$ cat src/rtl/p_table_pkg.sv
// -----------------------------------------------------------------------------
// p_table_pkg
//   Shared definitions for the CS-Cipher P-layer blocks.
//   - p_seq_state_t : state encoding of the time-multiplexed P-layer sequencer
//   - p_f / p_g     : 4-bit nonlinear boxes used by the P permutation
//   - p_lookup      : behavioural 8-bit P permutation (reference model)
//
//   P is a three-round nibble Feistel structure, so it is a bijection on 8 bits
//   whatever the contents of the f and g boxes:
//     c = f(xl) ^ xr ;  d = g(c) ^ xl ;  e = f(d) ^ c ;  P(x) = {d, e}
// -----------------------------------------------------------------------------
package p_table_pkg;

    typedef enum logic [1:0] {
        IDLE = 2'd0,
        BUSY = 2'd1,
        DONE = 2'd2
    } p_seq_state_t;

    function automatic logic [3:0] p_f(input logic [3:0] x);
        case (x)
            4'h0:    return 4'hF;
            4'h1:    return 4'hD;
            4'h2:    return 4'hB;
            4'h3:    return 4'hB;
            4'h4:    return 4'h7;
            4'h5:    return 4'h5;
            4'h6:    return 4'h7;
            4'h7:    return 4'h7;
            4'h8:    return 4'hE;
            4'h9:    return 4'hD;
            4'hA:    return 4'hA;
            4'hB:    return 4'hB;
            4'hC:    return 4'hE;
            4'hD:    return 4'hD;
            4'hE:    return 4'hE;
            default: return 4'hF;
        endcase
    endfunction

    function automatic logic [3:0] p_g(input logic [3:0] x);
        case (x)
            4'h0:    return 4'hA;
            4'h1:    return 4'h6;
            4'h2:    return 4'h0;
            4'h3:    return 4'h2;
            4'h4:    return 4'hB;
            4'h5:    return 4'hE;
            4'h6:    return 4'h1;
            4'h7:    return 4'h8;
            4'h8:    return 4'hD;
            4'h9:    return 4'h4;
            4'hA:    return 4'h5;
            4'hB:    return 4'h3;
            4'hC:    return 4'hF;
            4'hD:    return 4'hC;
            4'hE:    return 4'h7;
            default: return 4'h9;
        endcase
    endfunction

    function automatic logic [7:0] p_lookup(input logic [7:0] x);
        logic [3:0] c;
        logic [3:0] d;
        logic [3:0] e;
        c = p_f(x[7:4]) ^ x[3:0];
        d = p_g(c) ^ x[7:4];
        e = p_f(d) ^ c;
        return {d, e};
    endfunction

endpackage

$ cat src/rtl/p_module.sv
// -----------------------------------------------------------------------------
// p_module
//   Combinational 8-bit CS-Cipher P permutation (one lane of the P layer).
//   Ports:
//     x : input byte
//     y : P(x)
//   The f and g boxes are held as packed nibble tables, entry i at [4*i +: 4].
// -----------------------------------------------------------------------------
module p_module (
    input  logic [7:0] x,
    output logic [7:0] y
);

    localparam logic [63:0] F_VEC = 64'hFEDEBADE7757BBDF;
    localparam logic [63:0] G_VEC = 64'h97CF354D81EB206A;

    logic [3:0] c;
    logic [3:0] d;
    logic [3:0] e;

    always_comb begin
        c = F_VEC[{x[7:4], 2'b00} +: 4] ^ x[3:0];
        d = G_VEC[{c, 2'b00} +: 4] ^ x[7:4];
        e = F_VEC[{d, 2'b00} +: 4] ^ c;
        y = {d, e};
    end

endmodule

$ cat src/rtl/p_layer_seq.sv
// -----------------------------------------------------------------------------
// p_layer_seq
//   Time-multiplexed CS-Cipher P layer. Every byte of an NBYTES-wide word goes
//   through the 8-bit P permutation using LANES parallel P units over
//   STEPS = NBYTES/LANES cycles. A per-word bypass passes bytes unchanged but
//   keeps the same latency.
//
//   Parameters:
//     NBYTES : bytes per word
//     LANES  : P units instantiated (>=1, must divide NBYTES)
//   Ports:
//     clk       : clock, rising edge
//     rst_n     : synchronous active-low reset
//     in_valid  : input word valid
//     in_ready  : block can accept a word (combinational from state/out_ready)
//     in_data   : input word, byte i = in_data[8*i +: 8]
//     in_bypass : 1 = pass bytes unchanged (sampled with in_data)
//     out_valid : result valid, held until taken
//     out_ready : downstream accepts
//     out_data  : result word, byte i = P(in byte i) or in byte i if bypass
//     busy      : high while the word is being processed
// -----------------------------------------------------------------------------
module p_layer_seq
    import p_table_pkg::*;
#(
    parameter int NBYTES = 8,
    parameter int LANES  = 2
) (
    input  logic                  clk,
    input  logic                  rst_n,
    input  logic                  in_valid,
    output logic                  in_ready,
    input  logic [8*NBYTES-1:0]   in_data,
    input  logic                  in_bypass,
    output logic                  out_valid,
    input  logic                  out_ready,
    output logic [8*NBYTES-1:0]   out_data,
    output logic                  busy
);

    localparam int LANES_SAFE = (LANES < 1) ? 1 : LANES;
    localparam int STEPS      = NBYTES / LANES_SAFE;
    localparam int CNT_W      = (STEPS > 1) ? $clog2(STEPS) : 1;
    localparam int W          = 8 * NBYTES;
    localparam int LW         = 8 * LANES_SAFE;

    if (LANES < 1 || (NBYTES % LANES_SAFE) != 0) begin : g_bad_cfg
        $fatal(1, "p_layer_seq: LANES must be >= 1 and divide NBYTES");
    end

    p_seq_state_t     state;
    p_seq_state_t     state_nxt;
    logic [CNT_W-1:0] cnt;
    logic [W-1:0]     sr;
    logic             byp;
    logic [LW-1:0]    lane_p;
    logic [LW-1:0]    lane_res;
    logic [W-1:0]     sr_shift;
    logic             accept;
    logic             last_step;

    // P units always look at the lowest LANES bytes of the shift register.
    for (genvar l = 0; l < LANES_SAFE; l++) begin : g_lane
        p_module u_p (
            .x (sr[8*l +: 8]),
            .y (lane_p[8*l +: 8])
        );
    end

    assign lane_res = byp ? sr[LW-1:0] : lane_p;

    // Results enter at the top; after STEPS shifts every byte is back in its
    // original position. With a single step the whole word is replaced.
    if (STEPS == 1) begin : g_one_step
        assign sr_shift = lane_res;
    end else begin : g_multi_step
        assign sr_shift = {lane_res, sr[W-1:LW]};
    end

    assign last_step = (cnt == CNT_W'(STEPS - 1));
    assign in_ready  = rst_n && ((state == IDLE) || ((state == DONE) && out_ready));
    assign accept    = in_valid && in_ready;

    always_comb begin
        state_nxt = state;
        case (state)
            IDLE: begin
                if (accept) state_nxt = BUSY;
            end
            BUSY: begin
                if (last_step) state_nxt = DONE;
            end
            DONE: begin
                // Taking the result and a new word on the same edge keeps
                // throughput at one word per STEPS+1 cycles.
                if (out_ready) state_nxt = accept ? BUSY : IDLE;
            end
            default: state_nxt = IDLE;
        endcase
    end

    always_ff @(posedge clk) begin
        if (!rst_n) begin
            state     <= IDLE;
            cnt       <= '0;
            sr        <= '0;
            byp       <= 1'b0;
            out_valid <= 1'b0;
            busy      <= 1'b0;
        end else begin
            state     <= state_nxt;
            out_valid <= (state_nxt == DONE);
            busy      <= (state_nxt == BUSY);
            if (accept) begin
                sr  <= in_data;
                byp <= in_bypass;
                cnt <= '0;
            end else if (state == BUSY) begin
                sr <= sr_shift;
                // Hold at the final value instead of wrapping.
                if (!last_step) cnt <= cnt + CNT_W'(1);
            end
        end
    end

    assign out_data = sr;

endmodule

$ cat config.mk
export PLATFORM = sky130hd
export DESIGN_NAME = p_layer_seq
export DESIGN_NICKNAME = d
export VERILOG_FILES = /design/src/rtl/p_table_pkg.sv /design/src/rtl/p_module.sv /design/src/rtl/p_layer_seq.sv
export SDC_FILE = /design/constraint.sdc
export NUM_CORES = 1
export LEC_CHECK = 0
export ABC_AREA = 1
export CAP_MARGIN = 40
export CORE_ASPECT_RATIO = 0.75
export CORE_MARGIN = 5
export CORE_UTILIZATION = 44
export CTS_CLUSTER_SIZE = 14
export DETAILED_ROUTE_END_ITERATION = 6
export GPL_ROUTABILITY_DRIVEN = 0
export GPL_TIMING_DRIVEN = 0
export PLACE_DENSITY_LB_ADDON = 0.3
export SLEW_MARGIN = 25
export SYNTH_ARGS = -nofsm -noshare
export SYNTH_HDL_FRONTEND = slang
export SYNTH_HIERARCHICAL = 1
export SYNTH_SLANG_ARGS = --single-unit
export TNS_END_PERCENT = 50
$ cat constraint.sdc
create_clock -name clk -period 1.5 [get_ports clk]
set_input_delay 0.45 -clock clk [delete_from_list [all_inputs] [get_ports clk]]
set_output_delay 0.45 -clock clk [all_outputs]
set_load 0.05 [all_outputs]
==> reports/qor.txt <==
status: finished, violations left
failing checks: setup timing
pwr/cell area: 1070 nW/um^2
IO Pins: 136
multi-input combinational cell area: 2880 sq um
Num CTS Buffers: 9
Synth warnings: 6
Die Span Y: 100 microns
maxcap violations: 0
CP startpoint kind: flop
core area: 10,500 sq um
clock root cell: clkbuf_16
clk_skew: 8.59 ps
min-delay worst type: reg -> reg
WP data arrival: 2030 ps
post-synthesis average cell area: 5.91 sq um
first-pass GRT wire length: 26,200 microns
commonest cells after routing, fill and taps aside: nand2_1, nand3_1, inv_1
number of fill cells in the layout: 919
post-synth top area share: 29.8%
via count: 6,043
register area share after synthesis: 29.8%
row cnt: 32
number of I/O port buffers: 135
pins over their slew limit: 0
Finished Core Util: 66.2%
VDD IR-drop max: 0.000635 V
final setup margin: -343 ps
post-synth cell types: 25
nets: 1,042
initial antenna violation count: 0
cell taking the most area after synthesis: dfxtp_1
Slew headroom: 61.5%
synthesized flop and latch total: 71
antenna cells: 0
critical path class: reg -> reg
DPL Wire Length: 13,000 microns
total track usage: 25.4%
largest net degree at the start of global routing: 15
Die X-Extent: 130 microns
Final Hold Fails: 0
critical-path maximum fanout: 6
minimum clock period: 1840 ps
die footprint: 13,000 sq um
CTS tree: built
f_max: 543 MHz
vias per inst: 5.43
clk_lat worst skew: 330 ps
Seq. cell area: 1480 sq um
period utilization: 123%
Lkg Pwr: 3.45 nW
R2R Setup Slk: -340 ps
Mapped Area: 4760 sq um
CTS sink count: 71
dpl cells: 1,077
Layout Cells excl Fill: 1,113
clock buffer depth: 2
share of cells above drive strength 1: 27.0%
dominant cells by area after synthesis: dfxtp_1, nand2_1, nand3_1, nand4_1, a21oi_1
RSZ-0062 raised after global routing: yes
post-route ant nets: 0
worst slack at placement: -1610 ps
DR WL/cell: 16.1 microns
initial DRC count: 624
Reg clk slew, reported paths: 60 ps
CP Capture Type: flop
area grow syn2layout: 45.2%
number of global-route vias before repair: 5,137
Setup Total Neg Slack: -3860 ps
Routed WL: 17,900 microns
worst slew pin tran: 578 ps
Syn Nets: 876
DR pass1 iterations: 6
starting density of the core: 45.6%
H-tree levels: 3
cells after synthesis: 806
CP required: 1690 ps
most common cell after layout, fill and taps aside: nand2_1
grt total ovfl: 0
Final setup viols: 31
Remaining DRCs: 0
final total power: 7.40 mW
## kinds of logic after synthesis
logic type      Yosys count  share of synthesized area, %
xor+xnor                  1                         0.184
flops                    71                          29.8
compound gates           76                          8.51
simple gates            504                          47.7
fa+ha+maj                 1                         0.263
buf+inv                 153                          13.5
## final cells by class
class | count | area share [%]
Multi-Input combinational cell | 582 | 41.7
Sequential cell | 71 | 21.4
Timing Repair Buffer | 155 | 17.7
Buffer | 59 | 6.11
Inverter | 94 | 5.46
Clock buffer | 9 | 3.25
Tap cell | 136 | 2.46
Clock inverter | 7 | 1.84
## timing repair
action / CTS / global route
gates resized for setup: 335 / 147
endpoints found under the setup margin: 138 / 80
cloned: 0 / 1
setup buffers: 2 / 17
pin swaps: 1 / 13
hold buffers: 0 / 0
## critical path: stages (launching register included)
cell	delay, ps
dfxtp_4	390
buf_12	110
nand2_2	50
nand2_2	70
nand2_4	80
o21ai_2	160
nand2_2	90
nand3_1	110
nand3_1	90
nand2_1	60
nand2_1	60
nand2_1	80
nand2_1	70
nand2_1	60
nand2_1	70
nand2_1	90
a21oi_2	50
## cells in the mapped netlist (all sizes together)
library cell / instances
a21oi: 68
buf: 41
a221oi: 2
nand3: 98
nand2: 332
o21a: 1
dfxtp: 71
nand4: 70
nor2: 2
clkbuf: 18
inv: 91
ha: 1
clkinv: 3
xor2: 1
o21ai: 5
or2: 2
## through the flow
stage               cell area [sq um]  hold slack [ps]
floorplan                        4850              442
global placement                 6370              458
detailed placement               6370              464
CTS                              6460              474
global route                     6920              525
finish                           6920              473
## per-layer routing
metal  vias to the layer above  routed length (microns)  global-route usage (%)
li1                       2949                        -                       -
met1                      2671                     7680                    37.0
met2                       388                     7760                    37.2
met3                        35                     2160                    6.22
met4                         0                      328                    7.03
met5                         -                        0                       0
## final timing paths
kind / start / end / cells after the start
worst min register to register: cnt[1] / cnt[1] / 2
worst max register to register: out_data[6] / out_data[49] / 16
worst min-delay path: cnt[1] / cnt[1] / 2
worst max-delay path: out_data[6] / out_data[49] / 16
## flip-flops by register name, summed over array words and instances, names as in the netlist
register / cells
state: 2
byp: 1
out_valid: 1
cnt: 2
busy: 1
out_data: 64
## power by group
group          total (mW)  switching, mW  internal (mW)
sequential           2.25          0.210           2.04
clock                2.54          0.890           1.65
combinational        2.61           1.71          0.907
No activity file was read; power rests on OpenSTA's default activity.
